[src/rtl/regfile_write_buffer.sv]
// FIFO write buffer in front of the MIPS 32x32 register file write port.
// Queued writes drain one per cycle, and pending values are forwarded to both read ports.
module regfile_write_buffer #(
    parameter int DEPTH = 4
) (
    input  logic        Clk,
    input  logic        Reset,
    input  logic        InValid,
    output logic        InReady,
    input  logic [4:0]  InRegister,
    input  logic [31:0] InData,
    input  logic        DrainEnable,
    output logic [4:0]  WriteRegister,
    output logic [31:0] WriteData,
    output logic        RegWrite,
    input  logic [4:0]  ReadRegister1,
    input  logic [4:0]  ReadRegister2,
    input  logic [31:0] RegData1,
    input  logic [31:0] RegData2,
    output logic [31:0] ReadData1,
    output logic [31:0] ReadData2,
    output logic [4:0]  Occupancy
);

    localparam int         PTR_W = $clog2(DEPTH);
    localparam logic [4:0] FULL  = 5'(DEPTH);

    logic [4:0]       r_addr [DEPTH];
    logic [31:0]      r_data [DEPTH];
    logic [PTR_W-1:0] r_head;
    logic [PTR_W-1:0] r_tail;
    logic [4:0]       r_count;

    logic             w_push;
    logic             w_pop;
    logic             w_nonempty;
    logic [31:0]      w_rd1;
    logic [31:0]      w_rd2;
    logic [PTR_W-1:0] w_idx;

    assign w_nonempty = (r_count != 5'd0);
    assign InReady    = (r_count != FULL);
    // Writes to register 0 complete the handshake but are never stored.
    assign w_push     = InValid & InReady & (InRegister != 5'd0);
    assign w_pop      = DrainEnable & w_nonempty;

    assign RegWrite      = w_pop;
    assign WriteRegister = w_nonempty ? r_addr[r_head] : 5'd0;
    assign WriteData     = w_nonempty ? r_data[r_head] : 32'd0;
    assign Occupancy     = r_count;

    always_ff @(posedge Clk or posedge Reset) begin
        if (Reset) begin
            r_head  <= '0;
            r_tail  <= '0;
            r_count <= 5'd0;
        end else begin
            if (w_push) r_tail <= r_tail + 1'b1;
            if (w_pop)  r_head <= r_head + 1'b1;
            case ({w_push, w_pop})
                2'b10:   r_count <= r_count + 5'd1;
                2'b01:   r_count <= r_count - 5'd1;
                default: r_count <= r_count;
            endcase
        end
    end

    always_ff @(posedge Clk) begin
        if (w_push) begin
            r_addr[r_tail] <= InRegister;
            r_data[r_tail] <= InData;
        end
    end

    // Walk oldest to youngest so the youngest matching entry wins.
    always_comb begin
        w_rd1 = RegData1;
        w_rd2 = RegData2;
        w_idx = '0;
        for (int k = 0; k < DEPTH; k++) begin
            w_idx = r_head + PTR_W'(k);
            if (5'(k) < r_count) begin
                if ((ReadRegister1 != 5'd0) && (r_addr[w_idx] == ReadRegister1))
                    w_rd1 = r_data[w_idx];
                if ((ReadRegister2 != 5'd0) && (r_addr[w_idx] == ReadRegister2))
                    w_rd2 = r_data[w_idx];
            end
        end
    end

    assign ReadData1 = w_rd1;
    assign ReadData2 = w_rd2;

endmodule

[config.mk]
export PLATFORM = sky130hd
export DESIGN_NAME = regfile_write_buffer
export DESIGN_NICKNAME = d
export VERILOG_FILES = /design/src/rtl/regfile_write_buffer.sv
export SDC_FILE = /design/constraint.sdc
export NUM_CORES = 1
export LEC_CHECK = 0
export ABC_AREA = 1
export CELL_PAD_IN_SITES_DETAIL_PLACEMENT = 0
export CELL_PAD_IN_SITES_GLOBAL_PLACEMENT = 1
export CORE_MARGIN = 1.5
export CORE_UTILIZATION = 41
export DETAILED_ROUTE_END_ITERATION = 6
export PLACE_DENSITY = 0.87
export SYNTH_ARGS = -nofsm -noshare
export SYNTH_HDL_FRONTEND = slang
export SYNTH_SLANG_ARGS = --single-unit
[constraint.sdc]
create_clock -name Clk -period 4.5 [get_ports Clk]
set_input_delay 1.125 -clock Clk [delete_from_list [all_inputs] [get_ports Clk]]
set_output_delay 1.125 -clock Clk [all_outputs]
set_load 0.02 [all_outputs]
==> results_dict.tcl <==
set metrics [dict create \
    status "finished clean" \
    clockPowerShare_pct 10.6 \
    post-place-ws_ns -0.3458 \
    power_density_nw_per_um2 807.2 \
    fp.dieW_um 182.8 \
    netlist_area_um2 13250 \
    synth_top_family_by_area "simple AND/OR/NAND/NOR gates" \
    timing.final.crit_share_pct 98.14 \
    multiInputGateArea_um2 7311 \
    via_per_inst 5.338 \
    worstReg2RegEnd "r_data[3][13]$_DFFE_PP_" \
    antenna_found_initial 3 \
    r2r_slack_ns 2.12 \
    clock-root-buffer "clkbuf_16" \
    io_buffers 222 \
    switching_share_pct 55.20 \
    fin_util_pct 53.26 \
    final_hold_viol_count 0 \
    fin_skew_ns 0.008142 \
    setup_viol 0 \
    core_um2 31720 \
    syn-instance-count 2104 \
    drtIter0Drc 1458 \
    syn-mean-instance-area_um2 6.299 \
    end_kind "primary output" \
    drv_slew 0 \
    worstSetupStartpointType "primary input" \
    nFillCells 3140 \
    htreeDepth 4 \
    grt_pass1_wl_mm 75.22 \
    cts.sinks 157 \
    fin_ws_ns 0.08382 \
    wirelength_mm 48.67 \
    io_pins 223 \
    timing.critical_path.required_ns 3.38 \
    grt_use_total_pct 29.20 \
    gp_congestion 0.9557 \
    fp.dieH_um 182.8 \
    synth-xor-area-share_pct 0.8496 \
    synthMuxAreaShare_pct 0 \
    yosys.area_share.simple_pct 43.98 \
    ctsHoldBuffers 0 \
    cts_buffers 17 \
    register_area_um2 4674 \
    worstSetupEndpoint "ReadData2[25]" \
    final.setup.tns_ns 0 \
    wl_per_cell_um 17.83 \
    p_leak_nw 8.133 \
    synth.net_count 2228 \
    overflow 0 \
    worstSetupPathType "primary input to primary output" \
    cts_tree "done" \
    yosys_register_bits 157 \
    slew_headroom_pct 48.77 \
    final_cell_mix "nand2_1, nor2_1, clkdlybuf4s50_1" \
    ant_nets 0 \
    synth_fa_ha_area_share_pct 0.8496 \
    switchingPower_mw 7.527 \
    drv_cap 0 \
    row_count 65 \
    crit_fanout 25 \
    drive_gt1_share_pct 9.544 \
    ys_warn_count 0 \
    setup.worst_path.start "ReadRegister2[3]" \
    ys_types 37 \
    worstMarginPinSlew_ns 0.7684 \
    fin_area_um2 16890 \
    hold_path_class "flop to flop" \
    die_area_um2 33410 \
    min_from "Occupancy[4]$_DFFE_PP0P_" \
    grt_max_degree 109 \
    fmaxAchievable_ghz 0.2264 \
    final_common_cell "nand2_1" \
    fin_crit_ns 4.416 \
    ys_seq_area_share_pct 35.23 \
    p_int_mw 6.108 \
    whs_path_depth 2 \
    reg2reg_from "Occupancy[0]$_DFFE_PP0P_" \
    synth_compound_area_share_pct 8.732 \
    p_seq_share_pct 15.5 \
    post-route-drc-count 0 \
    placed_cell_area_um2 16430 \
    grt_pass1_vias 13940 \
    pwr-share-comb_pct 73.9 \
    dp_hpwl_mm 33.97 \
    synth_edf_count 148 \
    ff2ff_path_depth 7 \
    irDropWorstVdd_mv 0.5100 \
    crit_arrival_ns 3.29 \
    start_util_pct 41.79 \
    num-nets-final 2437 \
    clk_latency_ns 0.44 \
    holdWs_ns 0.5544 \
    dr.pass1.iters 6 \
    area_delta_synth_final_pct 27.46 \
    synth_ff_type "edfxtp_1" \
    path_clk_slew_ns 0.07 \
    async_reset_ff_share_pct 5.732 \
    clock_tree.buffer_depth 2 \
    vias 14570 \
]
==> worst max-delay path, stage by stage <==
cell,delay (ns)
clkdlybuf4s50_1,0.56
nor2_1,0.07
nand3_2,0.11
nand2_1,0.06
inv_1,0.05
nand2_1,0.07
nor2_4,0.15
buf_12,0.22
buf_4,0.16
nand4_1,0.08
nand3_1,0.08
nand2_1,0.06
a21oi_1,0.14
clkdlybuf4s15_1,0.33
==> cell usage after synthesis, types with 12 or more instances <==
library cell  number  area, um2
nand2_1          822       3085
nand4_1           66      412.9
buf_6             19      214.0
o21a_1            32      240.2
buf_4             15      112.6
nor2_1           388       1456
o21ai_1           12      60.06
inv_1            147      551.8
nor2_2            12      75.07
edfxtp_1         148       4444
o21ai_0           95      475.5
nand3_1          124      620.6
buf_2             72      360.4
a21oi_1           68      340.3
clkbuf_1          17      63.81
==> power by group through the flow <==
stage	Sequential (mW)	Clock (mW)	Combinational, mW
6_report	2.11	1.45	10.1
3_5_place_dp	2.14	0	10.3
5_1_grt	2.14	1.52	11.0
4_1_cts	2.11	1.47	10.0
3_3_place_gp	2.13	0	10.2
2_1_floorplan	2.12	0	6.30
==> flip-flops by register name, indices dropped and copies added, names as in the netlist <==
| register | cells |
|---|---|
| r_addr | 20 |
| r_tail | 2 |
| r_data | 128 |
| Occupancy | 5 |
| r_head | 2 |
==> stage by stage <==
step / instances / total power [mW]
2_1_floorplan: 2104 / 8.422
3_3_place_gp: 2695 / 12.35
3_5_place_dp: 2695 / 12.41
4_1_cts: 2728 / 13.62
5_1_grt: 2728 / 14.64
6_report: 2730 / 13.64
==> logic make-up after synthesis <==
kind of cell,count (synthesis)
AND/OR/NAND/NOR,1430
buffers and inverters,285
AO/OA/AOI/OAI,211
flip-flops,157
XOR/XNOR,12
adder cells (fa/ha/maj),9
==> area by class of cell <==
type                            count  share of cell area (%)
Sequential cell                   157                   27.67
Clock inverter                     14                  0.8814
Tap cell                          402                   2.977
Clock buffer                       18                   2.540
Antenna cell                        2                 0.02963
Timing Repair Buffer              321                   19.15
Inverter                          154                   3.481
Multi-Input combinational cell   1662                   43.28
==> metal layers <==
metal	up-vias	GRT usage (%)	wire, um
met5	-	0	17
met4	2	11.84	1580
met1	6650	37.16	20180
met3	108	4.766	4050
met2	682	49.48	22840
li1	7132	-	-
==> worst min path at each step <==
stage | slack [ns] | end
after global placement | 0.54 | Occupancy[4]$_DFFE_PP0P_
after floorplan | 0.56 | r_tail[1]$_DFFE_PP0P_
final | 0.55 | Occupancy[4]$_DFFE_PP0P_
after detailed placement | 0.53 | Occupancy[4]$_DFFE_PP0P_
after global routing | 0.61 | Occupancy[4]$_DFFE_PP0P_
after CTS | 0.56 | Occupancy[4]$_DFFE_PP0P_
==> what timing repair did <==
action                                  4_1_cts  5_1_grt
gates resized for setup                      94       84
pin swaps                                     3        5
buffers inserted                              1        0
gates cloned                                  0        0
endpoints found under the setup margin       64       64
Note: power is estimated with default switching activity, not from simulation.
